$ cat src/rtl/vram_filler.sv
// VRAM pattern filler: writes CONST/INCR/LFSR/CHECKER data over a word region, one strobe every div+1 clocks.
// First strobe one cycle after an accepted start; no backpressure, abort or reset ends a fill without done.
module vram_filler #(
   parameter int                ADDR_W    = 10,
   parameter int                DATA_W    = 16,
   parameter int                DIV_W     = 17,
   parameter logic [DATA_W-1:0] LFSR_TAPS = DATA_W'(16'hB400),
   parameter logic [DATA_W-1:0] LFSR_SEED = DATA_W'(16'h0001)
) (
   input  logic              clk_i,
   input  logic              rst_n_i,
   input  logic              start_i,
   input  logic              abort_i,
   input  logic [1:0]        mode_i,
   input  logic              loop_i,
   input  logic [ADDR_W-1:0] base_i,
   input  logic [ADDR_W-1:0] len_i,
   input  logic [DIV_W-1:0]  div_i,
   input  logic [DATA_W-1:0] const_i,
   output logic              busy_o,
   output logic              done_o,
   output logic              vram_ce_o,
   output logic [ADDR_W-1:0] vram_ad_o,
   output logic [DATA_W-1:0] vram_din_o
);

   typedef enum logic [1:0] {
      IDLE  = 2'd0,
      WRITE = 2'd1,
      WAIT  = 2'd2
   } state_t;

   localparam logic [1:0] MODE_CONST = 2'd0;
   localparam logic [1:0] MODE_INCR  = 2'd1;
   localparam logic [1:0] MODE_LFSR  = 2'd2;

   state_t              state;
   logic [1:0]          mode_r;
   logic                loop_r;
   logic [ADDR_W-1:0]   base_r;
   logic [ADDR_W-1:0]   len_r;
   logic [DIV_W-1:0]    div_r;
   logic [DATA_W-1:0]   const_r;
   logic [ADDR_W-1:0]   offset;
   logic [DIV_W-1:0]    wait_cnt;
   logic [DATA_W-1:0]   lfsr;

   logic                last_word;
   logic [ADDR_W-1:0]   offset_nx;
   logic [DATA_W-1:0]   lfsr_nx;

   function automatic logic [DATA_W-1:0] fill_data(
      input logic [1:0]        m,
      input logic [DATA_W-1:0] c,
      input logic [ADDR_W-1:0] off,
      input logic [DATA_W-1:0] lf
   );
      logic [DATA_W-1:0] d;
      case (m)
         MODE_CONST: d = c;
         MODE_INCR:  d = DATA_W'(off);
         MODE_LFSR:  d = lf;
         default:    d = off[0] ? ~c : c;
      endcase
      return d;
   endfunction

   // Outputs are registered, so the next write's address/data are computed one
   // cycle ahead from the post-advance offset and LFSR values.
   always_comb begin
      last_word = (offset == len_r);
      offset_nx = last_word ? '0 : offset + ADDR_W'(1);
      if (lfsr == '0)
         lfsr_nx = LFSR_SEED;
      else
         lfsr_nx = {lfsr[DATA_W-2:0], ^(lfsr & LFSR_TAPS)};
   end

   always_ff @(posedge clk_i or negedge rst_n_i) begin
      if (!rst_n_i) begin
         state      <= IDLE;
         mode_r     <= '0;
         loop_r     <= 1'b0;
         base_r     <= '0;
         len_r      <= '0;
         div_r      <= '0;
         const_r    <= '0;
         offset     <= '0;
         wait_cnt   <= '0;
         lfsr       <= LFSR_SEED;
         busy_o     <= 1'b0;
         done_o     <= 1'b0;
         vram_ce_o  <= 1'b0;
         vram_ad_o  <= '0;
         vram_din_o <= '0;
      end else begin
         done_o    <= 1'b0;
         vram_ce_o <= 1'b0;
         case (state)
            IDLE: begin
               if (start_i && !abort_i) begin
                  mode_r     <= mode_i;
                  loop_r     <= loop_i;
                  base_r     <= base_i;
                  len_r      <= len_i;
                  div_r      <= div_i;
                  const_r    <= const_i;
                  offset     <= '0;
                  lfsr       <= LFSR_SEED;
                  busy_o     <= 1'b1;
                  vram_ce_o  <= 1'b1;
                  vram_ad_o  <= base_i;
                  vram_din_o <= fill_data(mode_i, const_i, '0, LFSR_SEED);
                  state      <= WRITE;
               end
            end

            WRITE: begin
               if (abort_i) begin
                  busy_o <= 1'b0;
                  state  <= IDLE;
               end else begin
                  lfsr   <= lfsr_nx;
                  offset <= offset_nx;
                  done_o <= last_word;
                  if (last_word && !loop_r) begin
                     busy_o <= 1'b0;
                     state  <= IDLE;
                  end else if (div_r == '0) begin
                     vram_ce_o  <= 1'b1;
                     vram_ad_o  <= base_r + offset_nx;
                     vram_din_o <= fill_data(mode_r, const_r, offset_nx, lfsr_nx);
                     state      <= WRITE;
                  end else begin
                     wait_cnt <= div_r - DIV_W'(1);
                     state    <= WAIT;
                  end
               end
            end

            WAIT: begin
               if (abort_i) begin
                  busy_o <= 1'b0;
                  state  <= IDLE;
               end else if (wait_cnt == '0) begin
                  vram_ce_o  <= 1'b1;
                  vram_ad_o  <= base_r + offset;
                  vram_din_o <= fill_data(mode_r, const_r, offset, lfsr);
                  state      <= WRITE;
               end else begin
                  wait_cnt <= wait_cnt - DIV_W'(1);
               end
            end

            default: begin
               busy_o <= 1'b0;
               state  <= IDLE;
            end
         endcase
      end
   end

endmodule

$ cat config.mk
export PLATFORM = sky130hd
export DESIGN_NAME = vram_filler
export DESIGN_NICKNAME = d
export VERILOG_FILES = /design/src/rtl/vram_filler.sv
export SDC_FILE = /design/constraint.sdc
export NUM_CORES = 1
export LEC_CHECK = 0
export ABC_AREA = 1
export BUFFER_PORTS_ARGS = -buffer_cell sky130_fd_sc_hd__buf_4
export CORE_AREA = 2 2 115 128
export CTS_BUF_LIST = sky130_fd_sc_hd__clkbuf_16
export CTS_CLUSTER_DIAMETER = 50
export DETAILED_ROUTE_END_ITERATION = 16
export DIE_AREA = 0 0 117 130
export HOLD_SLACK_MARGIN = 0.15
export PLACE_DENSITY = 0.8
export SYNTH_ARGS = -nofsm -noshare
export SYNTH_HDL_FRONTEND = slang
export SYNTH_SLANG_ARGS = --single-unit
export TNS_END_PERCENT = 1
$ cat constraint.sdc
create_clock -name clk_i -period 3.9 [get_ports clk_i]
set_input_delay 0.39 -clock clk_i [delete_from_list [all_inputs] [get_ports clk_i]]
set_output_delay 0.39 -clock clk_i [all_outputs]
set_load 0.02 [all_outputs]
==> impl_metrics.py, run 1 <==
metrics = {
    "status": {
        "status": "complete, no violations",
    },
    "worst_hold_path": {
        "worst_hold_path_type": "input pin to flop",
        "min_path_cells": 3,
    },
    "setup_path": {
        "rr_worst_depth": 15,
        "critPathArrivalTime_ns": 3.56,
        "cp-start-kind": "flop",
        "critPathMaxFanout": 35,
        "crit_type": "flop to flop",
        "crit_path_end_kind": "flop",
        "critPathRequiredTime_ns": 4.21,
    },
    "floorplan": {
        "io_pins": 89,
        "core.rowCount": 46,
        "die_h_um": 130,
        "die_area_um2": 15200,
        "start_util_pct": 58.4,
        "core-area_um2": 14100,
        "die_w_um": 117,
    },
    "place": {
        "finalWeightedCongestion": 1.00,
        "place.port_buffers": 88,
        "dp_cells": 1419,
        "dpl.hpwl_mm": 15.7,
    },
    "power": {
        "max-vdd-ir-drop_v": 0.000547,
        "p_per_area_nw_per_um2": 949,
        "power_leakage_nw": 4.78,
    },
    "grt": {
        "antenna_found_initial": 0,
        "grt_pass1_wl_mm": 37.3,
        "grt_max_degree": 49,
        "grt_util_all_layers_pct": 31.6,
        "overflow": 0,
        "grt_pass1_vias": 7845,
    },
    "flow_run": {
        "max-cap-violations": 0,
    },
    "synthesis": {
        "synth.distinct_cells": 51,
        "synth_seq_area_share_pct": 39.5,
        "syn_area_um2": 8240,
        "async_flop_share_pct": 100,
        "synth_edf_count": 0,
        "syn-num-nets": 1255,
        "ys_warn_count": 0,
        "synthCells": 1177,
        "synth_flop_cell": "dfrtp_1",
        "synth_seq_cells": 130,
        "synth.avg_cell_area_um2": 7.00,
    },
    "sta": {
        "fin_crit_sh_pct": 83.2,
        "fmax_mhz": 308,
        "finClkSkew_ns": 0.00654,
        "finalHoldViolCount": 0,
        "fin_tns_setup_ns": 0,
        "rsz0062_at_grt": "false",
        "tightest_slew_ns": 0.844,
        "setup_violations": 0,
        "slew_viol_final": 0,
        "fin_crit_ns": 3.25,
        "relSlewSlack_pct": 43.7,
    },
    "detailed_routing": {
        "ant_nets": 0,
        "first_iter_violations": 796,
        "via_per_inst": 5.64,
        "drt-total-wl_mm": 22.7,
        "drc": 0,
        "first_pass_iters": 6,
        "vias": 8183,
        "post_drt_wl_per_cell_um": 15.6,
    },
    "cts": {
        "cts.sinks": 130,
        "cts_buffer_depth": 2,
        "cts_resized": 0,
        "cts_max_level": 4,
        "tritoncts": "done",
        "clockRootBuffer": "clkbuf_16",
        "clk_pin_slew_ns": 0.06,
        "cts_made_buffers": 17,
        "clk_latency_ns": 0.43,
    },
    "cells_and_area": {
        "finalNonFillerCells": 1451,
        "n_antenna_cell": 0,
        "ff_latch_area_um2": 3250,
        "area_growth_pct": 17.0,
        "multi_input_area_um2": 4200,
        "drive_gt1_share_pct": 13.6,
        "num-fill-cells": 1214,
        "nets": 1325,
    },
}
-- repair_timing --
| action | in CTS | in global routing |
|---|---|---|
| hold buffers | 1 | 0 |
| endpoints found under the hold margin | 43 | 0 |
| buffers inserted | 0 | 0 |
-- sequential cells by signal, indices dropped and copies added (netlist names) --
| register | count |
|---|---|
| busy_o | 1 |
| mode_r | 2 |
| state | 2 |
| div_r | 17 |
| done_o | 1 |
| vram_ce_o | 1 |
| offset | 10 |
| loop_r | 1 |
| wait_cnt | 17 |
| vram_ad_o | 10 |
| base_r | 10 |
| const_r | 16 |
| len_r | 10 |
| lfsr | 16 |
| vram_din_o | 16 |
-- critical path, cell delays in order, from the launching register on --
cell	delay [ns]
dfrtp_1	0.40
inv_1	0.11
ha_2	0.66
nand2_1	0.09
o21ai_0	0.11
ha_1	0.24
inv_1	0.07
fa_1	0.39
o21ai_0	0.41
nand2_1	0.09
nand2_1	0.07
a21oi_1	0.07
xor2_1	0.16
nor2_1	0.06
o21ai_1	0.13
nand2_1	0.06
-- layout make-up --
class,instances,area share (%)
inverter,135,5.26
clock buffer,17,4.41
timing repair buffer,108,8.44
clock inverter,14,2.06
tap,192,2.49
sequential,130,33.8
multi-input combinational,855,43.6
-- layout by cell type, fill, tap and decap left out, drive strengths merged, types with 18 or more instances in the layout --
cell	n
buf	107
nor2	113
o21ai	119
nand4	18
xor2	18
a21oi	64
inv	135
dfrtp	129
nand3	93
o22ai	23
nand2	345
-- final timing paths --
path,endpoint,startpoint,slack [ns]
hold / removal,div_r[10]$_DFFE_PN0P_,div_i[10],0.17
min in group asynchronous,div_r[7]$_DFFE_PN0P_,rst_n_i,0.51
hold reg to reg,base_r[2]$_DFFE_PN0P_,base_r[2]$_DFFE_PN0P_,0.48
max in group asynchronous,lfsr[0]$_DFFE_PN1P_,rst_n_i,2.53
setup / recovery,vram_ad_o[6]$_DFFE_PN0P_,state[0]$_DFFE_PN0P_,0.65
setup reg to reg,vram_ad_o[6]$_DFFE_PN0P_,state[0]$_DFFE_PN0P_,0.65
-- layer usage --
metal	share of wire (%)	GRT usage, %	vias to the layer above
li1	-	-	3965
met5	0	0	-
met4	4.1	16.8	0
met3	6.6	6.13	73
met2	47	50.9	369
met1	42	40.2	3776
-- cells in the mapped netlist (4+ instances only) --
cell | instances | area share (%)
nand2_1 | 344 | 16
dfrtp_1 | 129 | 39
inv_1 | 120 | 5.5
nor2_1 | 106 | 4.8
o21ai_0 | 101 | 6.1
nand3_1 | 91 | 5.5
a21oi_1 | 64 | 3.9
clkbuf_1 | 29 | 1.3
o22ai_1 | 23 | 1.7
xor2_1 | 18 | 1.9
ha_1 | 17 | 2.6
nand4_1 | 17 | 1.3
buf_2 | 13 | 0.79
o21ai_1 | 13 | 0.79
inv_2 | 11 | 0.50
buf_4 | 7 | 0.64
o211ai_1 | 6 | 0.55
nor2_2 | 5 | 0.38
o21ai_2 | 5 | 0.53
buf_1 | 4 | 0.18
buf_6 | 4 | 0.55
clkinv_1 | 4 | 0.18
nor3_1 | 4 | 0.24
o311ai_0 | 4 | 0.43
xnor2_1 | 4 | 0.43
-- power by group --
part / leakage (nW) / internal (mW) / switching [mW]
Clock: 0.314 / 1.12 / 0.594
Combinational: 2.84 / 1.69 / 3.27
Sequential: 1.63 / 2.00 / 0.477
-- cells by family (layout without fill, tap and decap cells) --
kind of cell               count (synthesis)  after routing  synth area share [%]
buffers and inverters                    192            274                  9.63
DFF                                      130            130                  39.5
AOI/OAI and AO/OA                        229            229                  15.4
xor gates and xnor gates                  22             22                  2.34
adders and majority gates                 18             18                  2.83
muxes                                      2              2                 0.243
and+or+nand+nor                          584            584                  30.0
-- per-stage QoR --
step                      instance area (um2)  hold WS [ns]  util [%]  worst slack [ns]  total power, mW
final                                    9640         0.165      68.3             0.654             9.15
after global placement                   9000         0.425      63.9             0.815             7.21
after CTS                                9640         0.162      68.3             0.659             9.10
after global routing                     9640         0.174      68.3             0.366             9.91
after floorplan                          8240        0.0944         -             0.610             6.02
after detailed placement                 9000         0.432      63.9             0.684             7.31
No activity file was read; power rests on OpenSTA's default activity.
==> run 2: changes to the inputs <==
ABC_AREA = 0   (was 1)
CORE_AREA = 2 2 121 135   (was 2 2 115 128)
DIE_AREA = 0 0 123 137   (was 0 0 117 130)
PLACE_DENSITY = 0.76   (was 0.8)
clock period = 2.6 ns   (was 3.9 ns; I/O delays follow)
==> run 2 against run 1 <==
Net effect: the flow now finishes with violations (negative setup slack); critical endpoint is now vram_ad_o[9]$_DFFE_PN0P_; design area up 18%; combinational power up 60%; routed wire length up 6.7%; hold slack better by 0.0061 ns; critical path type unchanged; global-route usage down 2.0 points; synthesized cell count down 27%; largest cell class unchanged.
==> impl_metrics.py, run 2 <==
metrics = {
    "status": {
        "status": "complete, but fails checks",
        "violations": "negative setup slack",
    },
    "cells_and_area": {
        "stdcell_area_um2": 11400,
        "final_common_cell": "buf_4",
        "num-fill-cells": 1071,
        "area_growth_pct": 38.7,
        "n_antenna_cell": 0,
        "final_cell_mix": "197 x buf_4, 129 x dfrtp_1, 68 x nor2_1, 61 x nand2_1",
        "drive_gt1_share_pct": 33.8,
        "largestRegisters": "div_r (17), wait_cnt (17)",
        "nets": 1161,
    },
    "synthesis": {
        "syn_area_um2": 8190,
        "synthCells": 857,
        "netlist_top_cells_count": "129 x dfrtp_1, 72 x nor2_1, 62 x nand2_1",
        "synth_edf_count": 0,
        "synth_top_area_share_pct": 39.4,
        "yosysMostFrequentCell": "dfrtp_1",
        "synth_seq_cells": 130,
        "synth_flop_cell": "dfrtp_1",
        "synth.avg_cell_area_um2": 9.55,
        "syn-num-nets": 935,
        "ys_warn_count": 0,
        "synth_area_leaders": "dfrtp_1 39%, mux2_2 8.0%, xnor2_1 3.4%",
        "synth.distinct_cells": 70,
        "synth_seq_area_share_pct": 39.8,
        "async_flop_share_pct": 100,
        "yosysTopAreaCell": "dfrtp_1",
    },
    "sta": {
        "finClkSkew_ns": 0.00881,
        "fmax_mhz": 314,
        "layout_setup_ws_ns": -0.581,
        "setup_violations": 37,
        "finalHoldViolCount": 0,
        "fin_crit_sh_pct": 122,
        "fin_crit_ns": 3.18,
        "tightest_slew_ns": 0.630,
        "relSlewSlack_pct": 58.0,
        "slew_viol_final": 0,
        "fin_worst_hold_slack_ns": 0.171,
        "rsz0062_at_grt": "true",
    },
    "grt": {
        "antenna_found_initial": 0,
        "grt_pass1_wl_mm": 38.6,
        "grt_util_all_layers_pct": 29.6,
        "grt_pass1_vias": 7790,
        "overflow": 0,
        "grt_max_degree": 53,
    },
    "floorplan": {
        "die_w_um": 123,
        "die_area_um2": 16900,
        "start_util_pct": 52.8,
        "core.rowCount": 48,
        "io_pins": 89,
        "die_h_um": 137,
        "core-area_um2": 15500,
    },
    "place": {
        "finalWeightedCongestion": 0.963,
        "place_ws_ns": -0.492,
        "place.port_buffers": 88,
        "dpl_cell_area_um2": 9850,
        "dpl.hpwl_mm": 16.4,
    },
    "worst_hold_path": {
        "worst_hold_path_type": "input pin to flop",
    },
    "cts": {
        "clockRootBuffer": "clkbuf_16",
        "cts_max_level": 4,
        "clk_pin_slew_ns": 0.06,
        "cts_made_buffers": 17,
        "tritoncts": "done",
        "cts_buffer_depth": 2,
        "clk_latency_ns": 0.42,
        "cts.sinks": 130,
    },
    "detailed_routing": {
        "drt-total-wl_mm": 24.2,
        "first_pass_iters": 5,
        "first_iter_violations": 765,
        "via_per_inst": 6.01,
        "post_drt_wl_per_cell_um": 18.7,
        "drc": 0,
        "vias": 7790,
        "ant_nets": 0,
    },
    "setup_path": {
        "cp-start-kind": "flop",
        "cp.buffers_inverters": 2,
        "cp_slowest_cell": "o41a_1",
        "crit_type": "flop to flop",
        "max_stage_delay_ns": 0.41,
        "critPathRequiredTime_ns": 2.89,
        "crit_path_end_kind": "flop",
        "critPathArrivalTime_ns": 3.47,
        "critPathMaxFanout": 5,
        "path_cells": "xor2_1, nor4_2, buf_4, and3_4, buf_4, or2_2, o21ai_1, ha_2, o211a_1, o41a_1, a31oi_1, xor2_1, o221ai_1",
        "critPathTopFamily": "compound AO/OA/AOI/OAI gates",
        "rrSetupSlack_ns": -0.58,
    },
    "power": {
        "power_leakage_nw": 4.97,
        "netSwitchingFraction_pct": 41.1,
        "p_comb_share_pct": 55.1,
        "max-vdd-ir-drop_v": 0.000674,
        "p_int_mw": 8.49,
        "clkPwrFrac_pct": 17.7,
        "power_frac_seq_pct": 27.2,
        "power_switching_mw": 5.93,
        "p_per_area_nw_per_um2": 1270,
    },
    "flow_run": {
        "max-cap-violations": 0,
    },
}
## run 2: cell count changes after synthesis, moves of 12 or more
cell,previous run,this run
nand3_1,91,15
o21ai_0,101,50
a21oi_1,64,46
a22o_1,0,17
nand4_1,17,5
nand2_1,344,62
inv_1,120,28
nor2_1,106,72
o21ai_1,13,0
xnor2_1,4,32
mux2i_1,2,21
mux2_2,0,58
o31ai_1,0,12
nor3_1,4,19
## run 2: through the flow
step	total power [mW]	setup TNS, ns	instances	util (%)
floorplan	8.56	-5.04	857	-
global placement	10.9	-5.45	1203	63.6
detailed placement	11.1	-6.83	1203	63.6
CTS	14.0	-3.73	1292	72.2
global route	15.3	-9.15	1296	73.3
finish	14.4	-4.29	1296	73.3
## run 2: power groups by stage
| stage | registers [mW] | clock network [mW] | logic (mW) |
|---|---|---|---|
| 2_1_floorplan | 3.89 | 0 | 4.67 |
| 3_3_place_gp | 3.84 | 0 | 7.06 |
| 3_5_place_dp | 3.86 | 0 | 7.24 |
| 4_1_cts | 3.87 | 2.59 | 7.55 |
| 5_1_grt | 4.04 | 2.68 | 8.58 |
| 6_report | 3.92 | 2.55 | 7.94 |
## run 2: worst min-delay path: stages
cell and delay [ns]:
buf_4 0.11, inv_1 0.07, o21ai_0 0.09
## run 2: what timing repair did
| item | CTS | global route |
|---|---|---|
| setup endpoints to repair | 42 | 42 |
| gates resized for setup | 32 | 36 |
| pin swaps | 3 | 21 |
| gates cloned | 0 | 0 |
| hold buffers | 57 | 0 |
| setup buffers | 0 | 4 |
| hold endpoints to repair | 93 | 0 |
## run 2: cells by family (layout without fill, tap and decap cells)
group,count (synthesis),in the layout,synth area share [%]
adder cells (fa/ha/maj),18,18,2.84
AND/OR/NAND/NOR,241,241,14.8
XOR/XNOR,57,57,6.10
AO/OA/AOI/OAI,241,241,20.6
flip-flops,130,130,39.8
buffers and inverters,88,327,4.57
multiplexers,82,82,11.4
## run 2: layout make-up
| class | instances | area [um2] | share of cell area [%] |
|---|---|---|---|
| repair buffers | 267 | 2260 | 19.9 |
| flip-flops and latches | 130 | 3250 | 28.7 |
| clock buffers | 17 | 425 | 3.75 |
| clock inverters | 15 | 199 | 1.75 |
| well taps | 200 | 250 | 2.20 |
| multi-input cells | 639 | 4860 | 42.8 |
| inverters | 28 | 105 | 0.926 |
## run 2: path summary, 6_finish.rpt
check                                       from                  endpoint  depth (start not counted)
hold / removal                         mode_i[0]     mode_r[0]$_DFFE_PN0P_                          3
min in group asynchronous                rst_n_i     div_r[14]$_DFFE_PN0P_                          2
setup reg to reg            len_r[3]$_DFFE_PN0P_  vram_ad_o[9]$_DFFE_PN0P_                         13
max in group asynchronous                rst_n_i      len_r[4]$_DFFE_PN0P_                          3
setup / recovery            len_r[3]$_DFFE_PN0P_  vram_ad_o[9]$_DFFE_PN0P_                         13
hold reg to reg            base_r[8]$_DFFE_PN0P_     base_r[8]$_DFFE_PN0P_                          1
## run 2: layer usage
layer / GRT usage (%) / wire length (um)
met1: 36.5 / 9580
met2: 50.1 / 12200
met3: 5.88 / 1610
met4: 12.8 / 828
met5: 0 / 0
